`config.mk`:
```
export PLATFORM = sky130hd
export DESIGN_NAME = dsram_arbiter_flat
export DESIGN_NICKNAME = d
export VERILOG_FILES = /design/src/rtl/dsram_arbiter_pkg.sv /design/src/rtl/dsram_arbiter_if.sv /design/src/rtl/dsram_arbiter_wen2size.sv /design/src/rtl/dsram_arbiter.sv /design/src/flat_wrapper.sv
export SDC_FILE = /design/constraint.sdc
export NUM_CORES = 1
export LEC_CHECK = 0
export BUFFER_PORTS_ARGS = -buffer_cell sky130_fd_sc_hd__buf_2
export CORE_AREA = 8 8 116 118
export CTS_BUF_LIST = sky130_fd_sc_hd__clkbuf_4 sky130_fd_sc_hd__clkbuf_8
export CTS_CLUSTER_DIAMETER = 120
export DETAILED_ROUTE_END_ITERATION = 8
export DIE_AREA = 0 0 124 126
export GPL_TIMING_DRIVEN = 0
export HOLD_SLACK_MARGIN = 0.1
export PLACE_DENSITY = 0.74
export SYNTH_ARGS = -nofsm -noshare
export SYNTH_HDL_FRONTEND = slang
export SYNTH_HIERARCHICAL = 1
export SYNTH_SLANG_ARGS = --single-unit
```
`constraint.sdc`:
```
create_clock -name clk -period 3.7 [get_ports clk]
set_input_delay 0.925 -clock clk [delete_from_list [all_inputs] [get_ports clk]]
set_output_delay 0.925 -clock clk [all_outputs]
set_load 0.01 [all_outputs]
```
`src/rtl/dsram_arbiter_pkg.sv`:
```
// Shared types and constants for the data-SRAM dual-pipe arbiter.
package dsram_arbiter_pkg;

  localparam int unsigned AW   = 32;
  localparam int unsigned DW   = 32;
  localparam int unsigned WENW = 4;

  localparam logic [1:0] SIZE_B = 2'd0;
  localparam logic [1:0] SIZE_H = 2'd1;
  localparam logic [1:0] SIZE_W = 2'd2;

  localparam logic [1:0] ST_IDLE  = 2'd0;
  localparam logic [1:0] ST_ADDR  = 2'd1;
  localparam logic [1:0] ST_DATA  = 2'd2;
  localparam logic [1:0] ST_DRAIN = 2'd3;

  typedef enum logic [1:0] {
    IDLE  = ST_IDLE,
    ADDR  = ST_ADDR,
    DATA  = ST_DATA,
    DRAIN = ST_DRAIN
  } dsram_arb_state_t;

  typedef struct packed {
    logic            wr;
    logic [1:0]      size;
    logic [AW-1:0]   addr;
    logic [WENW-1:0] wen;
    logic [DW-1:0]   wdata;
  } dsram_req_t;

endpackage

```
`src/rtl/dsram_arbiter_if.sv`:
```
// Pipe-side requests and downstream SRAM bus of the data arbiter.
interface dsram_arbiter_if;
  import dsram_arbiter_pkg::*;

  logic            flush;
  logic            m_req;
  logic            s_req;
  logic [WENW-1:0] m_wen;
  logic [WENW-1:0] s_wen;
  logic [1:0]      m_rlen;
  logic [1:0]      s_rlen;
  logic [AW-1:0]   m_addr;
  logic [AW-1:0]   s_addr;
  logic [DW-1:0]   m_wdata;
  logic [DW-1:0]   s_wdata;
  logic [DW-1:0]   m_rdata;
  logic [DW-1:0]   s_rdata;
  logic            stall;
  logic            data_req;
  logic            data_wr;
  logic [1:0]      data_size;
  logic [AW-1:0]   data_addr;
  logic [WENW-1:0] data_wen;
  logic [DW-1:0]   data_wdata;
  logic            data_addr_ok;
  logic            data_data_ok;
  logic [DW-1:0]   data_rdata;

  // Environment side: pipes plus downstream memory.
  modport master (
    output flush, m_req, s_req, m_wen, s_wen, m_rlen, s_rlen,
           m_addr, s_addr, m_wdata, s_wdata,
           data_addr_ok, data_data_ok, data_rdata,
    input  m_rdata, s_rdata, stall, data_req, data_wr, data_size,
           data_addr, data_wen, data_wdata
  );

  // Arbiter side.
  modport slave (
    input  flush, m_req, s_req, m_wen, s_wen, m_rlen, s_rlen,
           m_addr, s_addr, m_wdata, s_wdata,
           data_addr_ok, data_data_ok, data_rdata,
    output m_rdata, s_rdata, stall, data_req, data_wr, data_size,
           data_addr, data_wen, data_wdata
  );
endinterface

```
`src/rtl/dsram_arbiter_wen2size.sv`:
```
// Byte-enable pattern to access-size encoder for store requests.
module wen2size
  import dsram_arbiter_pkg::*;
(
  input  logic [WENW-1:0] i_wen,
  output logic [1:0]      o_size_c
);

  always_comb begin
    o_size_c = SIZE_B;
    case (i_wen)
      4'b1111:          o_size_c = SIZE_W;
      4'b0011, 4'b1100: o_size_c = SIZE_H;
      default:          o_size_c = SIZE_B;
    endcase
  end

endmodule

```
`src/rtl/dsram_arbiter.sv`:
```
// Serialises master/slave pipe accesses onto one data-SRAM bus in program order.
// Optional SAME_WORD_LOAD_MERGE_EN folds two same-word loads into one word read.
module dsram_arbiter
  import dsram_arbiter_pkg::*;
(
  input  logic            clk,
  input  logic            resetn,
  dsram_arbiter_if.slave  bus
);

  dsram_arb_state_t r_state;
  dsram_arb_state_t w_state_nxt;

  logic          r_m_done;
  logic          r_s_done;
  logic [DW-1:0] r_m_rdata;
  logic [DW-1:0] r_s_rdata;

  logic       w_m_pend;
  logic       w_s_pend;
  logic       w_sel_s;
  logic       w_merge;
  logic [3:0] w_sel_wen;
  logic [1:0] w_wen_size;
  dsram_req_t w_req;

  logic w_accept;
  logic w_xfer_ok;
  logic w_m_ok;
  logic w_s_ok;
  logic w_m_done_nxt;
  logic w_s_done_nxt;
  logic w_more;
  logic w_stall;
  logic w_m_rd;
  logic w_s_rd;

  // Master always wins while pending; slave only once master of the group is done.
  assign w_m_pend  = bus.m_req & ~r_m_done;
  assign w_s_pend  = bus.s_req & ~r_s_done;
  assign w_sel_s   = ~w_m_pend & w_s_pend;
  assign w_sel_wen = w_sel_s ? bus.s_wen : bus.m_wen;
  assign w_m_rd    = (bus.m_wen == '0);
  assign w_s_rd    = (bus.s_wen == '0);

`ifdef SAME_WORD_LOAD_MERGE_EN
  assign w_merge = w_m_pend & w_s_pend & w_m_rd & w_s_rd &
                   (bus.m_addr[AW-1:2] == bus.s_addr[AW-1:2]);
`else
  assign w_merge = 1'b0;
`endif

  wen2size u_wen2size (
    .i_wen    (w_sel_wen),
    .o_size_c (w_wen_size)
  );

  // Downstream payload of the currently selected requester.
  always_comb begin
    w_req       = '0;
    w_req.wr    = |w_sel_wen;
    w_req.wen   = w_sel_wen;
    w_req.addr  = w_sel_s ? bus.s_addr  : bus.m_addr;
    w_req.wdata = w_sel_s ? bus.s_wdata : bus.m_wdata;
    w_req.size  = w_req.wr ? w_wen_size : (w_sel_s ? bus.s_rlen : bus.m_rlen);
    if (w_merge) begin
      w_req.size = SIZE_W;
      w_req.addr = {bus.m_addr[AW-1:2], 2'b00};
    end
  end

  assign bus.data_req   = (r_state == ADDR) & ~bus.flush;
  assign bus.data_wr    = w_req.wr;
  assign bus.data_size  = w_req.size;
  assign bus.data_addr  = w_req.addr;
  assign bus.data_wen   = w_req.wen;
  assign bus.data_wdata = w_req.wdata;

  // Completion of a live (non-drained) transaction, including same-cycle addr/data ok.
  assign w_accept     = (r_state == ADDR) & ~bus.flush & bus.data_addr_ok;
  assign w_xfer_ok    = bus.data_data_ok & ~bus.flush & ((r_state == DATA) | w_accept);
  assign w_m_ok       = w_xfer_ok & w_m_pend;
  assign w_s_ok       = w_xfer_ok & (w_sel_s | w_merge);
  assign w_m_done_nxt = r_m_done | w_m_ok;
  assign w_s_done_nxt = r_s_done | w_s_ok;
  assign w_more       = (bus.m_req & ~w_m_done_nxt) | (bus.s_req & ~w_s_done_nxt);
  assign w_stall      = ~bus.flush & w_more;
  assign bus.stall    = w_stall;

  assign bus.m_rdata = (w_m_ok & w_m_rd) ? bus.data_rdata : r_m_rdata;
  assign bus.s_rdata = (w_s_ok & w_s_rd) ? bus.data_rdata : r_s_rdata;

  always_comb begin
    w_state_nxt = r_state;
    case (r_state)
      IDLE: begin
        if (~bus.flush & (w_m_pend | w_s_pend)) w_state_nxt = ADDR;
      end
      ADDR: begin
        if (bus.flush)             w_state_nxt = IDLE;
        else if (bus.data_addr_ok) begin
          if (bus.data_data_ok)    w_state_nxt = w_more ? ADDR : IDLE;
          else                     w_state_nxt = DATA;
        end
      end
      DATA: begin
        if (bus.flush)             w_state_nxt = bus.data_data_ok ? IDLE : DRAIN;
        else if (bus.data_data_ok) w_state_nxt = w_more ? ADDR : IDLE;
      end
      DRAIN: begin
        if (bus.data_data_ok)      w_state_nxt = IDLE;
      end
      default:                     w_state_nxt = IDLE;
    endcase
  end

  always_ff @(posedge clk) begin
    if (!resetn) r_state <= IDLE;
    else         r_state <= w_state_nxt;
  end

  // Done flags live until the group retires (stall low) or is flushed.
  always_ff @(posedge clk) begin
    if (!resetn) begin
      r_m_done <= 1'b0;
      r_s_done <= 1'b0;
    end else if (bus.flush | ~w_stall) begin
      r_m_done <= 1'b0;
      r_s_done <= 1'b0;
    end else begin
      r_m_done <= w_m_done_nxt;
      r_s_done <= w_s_done_nxt;
    end
  end

  always_ff @(posedge clk) begin
    if (!resetn) begin
      r_m_rdata <= '0;
      r_s_rdata <= '0;
    end else begin
      if (w_m_ok & w_m_rd) r_m_rdata <= bus.data_rdata;
      if (w_s_ok & w_s_rd) r_s_rdata <= bus.data_rdata;
    end
  end

endmodule

```
`src/flat_wrapper.sv`:
```
// flat-port wrapper written by rule: the top's interface ports become plain ports
module dsram_arbiter_flat import dsram_arbiter_pkg::*;
  (clk, resetn, bus_flush, bus_m_req, bus_s_req, bus_m_wen, bus_s_wen, bus_m_rlen, bus_s_rlen, bus_m_addr, bus_s_addr, bus_m_wdata, bus_s_wdata, bus_data_addr_ok, bus_data_data_ok, bus_data_rdata, bus_m_rdata, bus_s_rdata, bus_stall, bus_data_req, bus_data_wr, bus_data_size, bus_data_addr, bus_data_wen, bus_data_wdata);
  dsram_arbiter_if bus_i ();
  input  logic clk;
  input  logic resetn;
  input wire logic [$bits(bus_i.flush)-1:0] bus_flush;
  input wire logic [$bits(bus_i.m_req)-1:0] bus_m_req;
  input wire logic [$bits(bus_i.s_req)-1:0] bus_s_req;
  input wire logic [$bits(bus_i.m_wen)-1:0] bus_m_wen;
  input wire logic [$bits(bus_i.s_wen)-1:0] bus_s_wen;
  input wire logic [$bits(bus_i.m_rlen)-1:0] bus_m_rlen;
  input wire logic [$bits(bus_i.s_rlen)-1:0] bus_s_rlen;
  input wire logic [$bits(bus_i.m_addr)-1:0] bus_m_addr;
  input wire logic [$bits(bus_i.s_addr)-1:0] bus_s_addr;
  input wire logic [$bits(bus_i.m_wdata)-1:0] bus_m_wdata;
  input wire logic [$bits(bus_i.s_wdata)-1:0] bus_s_wdata;
  input wire logic [$bits(bus_i.data_addr_ok)-1:0] bus_data_addr_ok;
  input wire logic [$bits(bus_i.data_data_ok)-1:0] bus_data_data_ok;
  input wire logic [$bits(bus_i.data_rdata)-1:0] bus_data_rdata;
  output wire logic [$bits(bus_i.m_rdata)-1:0] bus_m_rdata;
  output wire logic [$bits(bus_i.s_rdata)-1:0] bus_s_rdata;
  output wire logic [$bits(bus_i.stall)-1:0] bus_stall;
  output wire logic [$bits(bus_i.data_req)-1:0] bus_data_req;
  output wire logic [$bits(bus_i.data_wr)-1:0] bus_data_wr;
  output wire logic [$bits(bus_i.data_size)-1:0] bus_data_size;
  output wire logic [$bits(bus_i.data_addr)-1:0] bus_data_addr;
  output wire logic [$bits(bus_i.data_wen)-1:0] bus_data_wen;
  output wire logic [$bits(bus_i.data_wdata)-1:0] bus_data_wdata;
  assign bus_i.flush = bus_flush;
  assign bus_i.m_req = bus_m_req;
  assign bus_i.s_req = bus_s_req;
  assign bus_i.m_wen = bus_m_wen;
  assign bus_i.s_wen = bus_s_wen;
  assign bus_i.m_rlen = bus_m_rlen;
  assign bus_i.s_rlen = bus_s_rlen;
  assign bus_i.m_addr = bus_m_addr;
  assign bus_i.s_addr = bus_s_addr;
  assign bus_i.m_wdata = bus_m_wdata;
  assign bus_i.s_wdata = bus_s_wdata;
  assign bus_i.data_addr_ok = bus_data_addr_ok;
  assign bus_i.data_data_ok = bus_data_data_ok;
  assign bus_i.data_rdata = bus_data_rdata;
  assign bus_m_rdata = bus_i.m_rdata;
  assign bus_s_rdata = bus_i.s_rdata;
  assign bus_stall = bus_i.stall;
  assign bus_data_req = bus_i.data_req;
  assign bus_data_wr = bus_i.data_wr;
  assign bus_data_size = bus_i.data_size;
  assign bus_data_addr = bus_i.data_addr;
  assign bus_data_wen = bus_i.data_wen;
  assign bus_data_wdata = bus_i.data_wdata;
  dsram_arbiter u_core (.clk(clk), .resetn(resetn), .bus(bus_i));
endmodule
```
==> impl_metrics.csv <==
group,metric,value,unit
job,maxCapViolCount,0,
logic_synthesis,avgSynthCellArea,7.81,µm²
pwr,peakVddDrop,0.000301,V
global_routing,grt_use_total,24.2,%
worst_setup_path,crit_type,"input pin to output port",
logic_synthesis,synthFlopType,"dfxtp_1",
global_routing,grt_pass1_vias,4695,
drt,drc,0,
cells_and_area,nets,1047,
timing,skew,0.00711,ns
cts,hold_buffers,0,
cells_and_area,antennaDiodeCount,0,
cts,clockRootBuffer,"clkbuf_8",
floorplan,io_pins,316,
cells_and_area,syn_to_final_growth,47.4,%
logic_synthesis,syn_nets,722,
global_routing,grt_first_pass_wirelength,28200,µm
drt,wl_per_cell,19.4,µm
cts,cts_sinks,68,
timing,setup-tns-final,0,ns
timing,worst_slew_pin_slew,0.605,ns
worst_setup_path,critPathRequiredTime,2.77,ns
floorplan,rows,40,
worst_setup_path,cp_max_fo,10,
drt,num_vias,4835,
timing,fin_crit,3.65,ns
cts,insertion_delay,0.34,ns
timing,fin_crit_sh,98.7,%
floorplan,die_area,15600,µm²
floorplan,die_w,124,µm
run_status,status,"completed",
floorplan,initial_core_util,36.2,%
worst_setup_path,ff2ff_path_depth,6,
cts,cts_made_buffers,9,
worst_setup_path,endpoint,"bus_m_rdata[12]",
cells_and_area,layout-drive-gt1-share,48.9,%
drt,postRouteAntennaNets,0,
timing,relSlewSlack,59.2,%
timing,rsz0062_at_grt,"no",
cts,cts.path.max_buffers,2,
worst_setup_path,timing.rr.start,"u_core/r_state[1]$_SDFFE_PN0P_",
place,dpl.hpwl,16800,µm
logic_synthesis,ys_types,34,
place,gp_congestion,0.941,
cts,path_clk_slew,0.08,ns
worst_setup_path,startpoint,"bus_m_wen[1]",
floorplan,die_y,126,µm
drt,via_per_inst,4.74,
pwr,p_leak,3.62,nW
timing,hold_viol_final,0,
global_routing,grt_max_degree,14,
pwr,p_per_area,282,nW/µm²
drt,drtPass1Iterations,4,
cts,cts_tree,"yes",
timing,setup_viol,0,
cts,cts_max_level,3,
drt,wl,19800,µm
logic_synthesis,async_reset_ff_share,0,%
cells_and_area,utilization,53.4,%
worst_setup_path,end_kind,"output port",
worst_setup_path,ff2ff_setup_slack,1.65,ns
logic_synthesis,seq_area_frac_synth,32.1,%
timing,holdWs,0.458,ns
worst_setup_path,startpoint_type,"input pin",
worst_hold_path,min_path_type,"flop to flop",
global_routing,grt_overflow_total,0,
place,port_buffers,313,
global_routing,antenna_found_initial,6,
worst_setup_path,r2r_end,"u_core/r_m_rdata[11]$_SDFF_PN0_",
logic_synthesis,ys_ff_latch,68,
worst_setup_path,arrival,2.73,ns
logic_synthesis,ys_warn_count,6,
floorplan,core-area,11700,µm²
drt,drtIter0Drc,302,
logic_synthesis,synth_area,4240,µm²
logic_synthesis,synth-edff-count,0,
timing,fmax,274,MHz
logic_synthesis,synthCells,543,
timing,finalMaxSlewViolations,0,
-- kinds of logic after synthesis --
logic type	share of synthesized area, %
simple gates	31.2
buf+inv	4.43
compound gates	2.95
mux	29.3
flops	32.1
-- cell usage in the layout, fill, tap and decap left out, types with 2 or more instances in the layout --
cell type,n
clkbuf_8,10
a21oi_1,3
dfxtp_1,68
buf_6,2
nand3_1,2
buf_8,2
mux2i_1,32
clkbuf_1,17
a31oi_1,2
nand2_1,262
buf_1,2
nor2_1,2
buf_4,3
buf_2,319
mux2_2,42
nor3_1,2
clkinvlp_4,2
clkbuf_4,3
inv_1,3
clkbuf_2,4
mux2_4,30
and2_1,33
nand2b_1,3
clkinv_4,2
o21ai_0,5
-- Yosys cell counts, types with 3 or more instances --
library cell | n | area share (%)
buf_2 | 9 | 1.1
o21ai_0 | 5 | 0.59
dfxtp_1 | 68 | 32
mux2_4 | 30 | 11
mux2i_1 | 32 | 7.6
buf_1 | 6 | 0.53
and2_1 | 33 | 4.9
nand2_1 | 262 | 23
buf_6 | 3 | 0.80
mux2_2 | 42 | 11
a21oi_1 | 3 | 0.35
inv_1 | 3 | 0.27
nand2b_1 | 3 | 0.44
clkbuf_1 | 20 | 1.8
-- per-stage QoR --
stage,cells,setup WS (ns),total power [W],instance area [µm²]
final,1020,0.0463,0.00176,6250
after global routing,1020,0.00214,0.00185,6250
after CTS,1021,0.0451,0.00178,6220
after detailed placement,1003,-0.311,0.00113,5990
after global placement,1003,-0.332,0.00113,5990
after floorplan,543,0.401,0.000914,4240
-- critical path, stage by stage --
cell,delay (ns)
buf_2,0.11
or4_4,0.55
a2111oi_4,0.30
buf_6,0.18
buf_6,0.19
mux2_4,0.33
buf_2,0.14
-- sequential cells by signal (all words and copies together), names as in the netlist --
register          count
u_core/r_m_done       1
u_core/r_m_rdata     32
u_core/r_s_done       1
u_core/r_s_rdata     32
u_core/r_state        2
-- how the worst min path moves through the flow --
stage	from	end	slack, ns	depth (start not counted)
2_1_floorplan	u_core/r_s_done$_SDFF_PP0_	u_core/r_s_done$_SDFF_PP0_	0.43	2
3_3_place_gp	u_core/r_s_rdata[4]$_SDFF_PN0_	u_core/r_s_rdata[4]$_SDFF_PN0_	0.44	2
3_5_place_dp	u_core/r_s_done$_SDFF_PP0_	u_core/r_s_done$_SDFF_PP0_	0.45	2
4_1_cts	u_core/r_s_done$_SDFF_PP0_	u_core/r_s_done$_SDFF_PP0_	0.46	2
5_1_grt	u_core/r_s_done$_SDFF_PP0_	u_core/r_s_done$_SDFF_PP0_	0.47	2
6_report	u_core/r_s_done$_SDFF_PP0_	u_core/r_s_done$_SDFF_PP0_	0.46	2
-- repair_timing --
| item | in CTS | in global routing |
|---|---|---|
| pin swaps | 1 | 0 |
| endpoints found under the setup margin | 45 | 49 |
| resized for setup | 3 | 15 |
| setup buffers | 2 | 0 |
-- area by class of cell --
cell class	instances	area, µm²
buffer	37	200
multi-input combinational	434	2700
sequential	68	1360
fill	1134	5460
timing repair buffer	315	1590
clock buffer	10	138
tap	147	184
inverter	3	11.3
clock inverter	6	71.3
-- layer usage --
layer	routed length [µm]	track usage, %	up-vias
li1	-	-	2406
met5	57	0	-
met1	7670	28.2	2157
met4	369	6.37	10
met2	9470	39.8	231
met3	2210	10.2	31
-- power by group --
| group | internal, W | switching (W) |
|---|---|---|
| Sequential | 0.000733 | 0.00000203 |
| Clock | 0.000334 | 0.000309 |
| Combinational | 0.000164 | 0.000220 |
No activity file was read; power rests on OpenSTA's default activity.
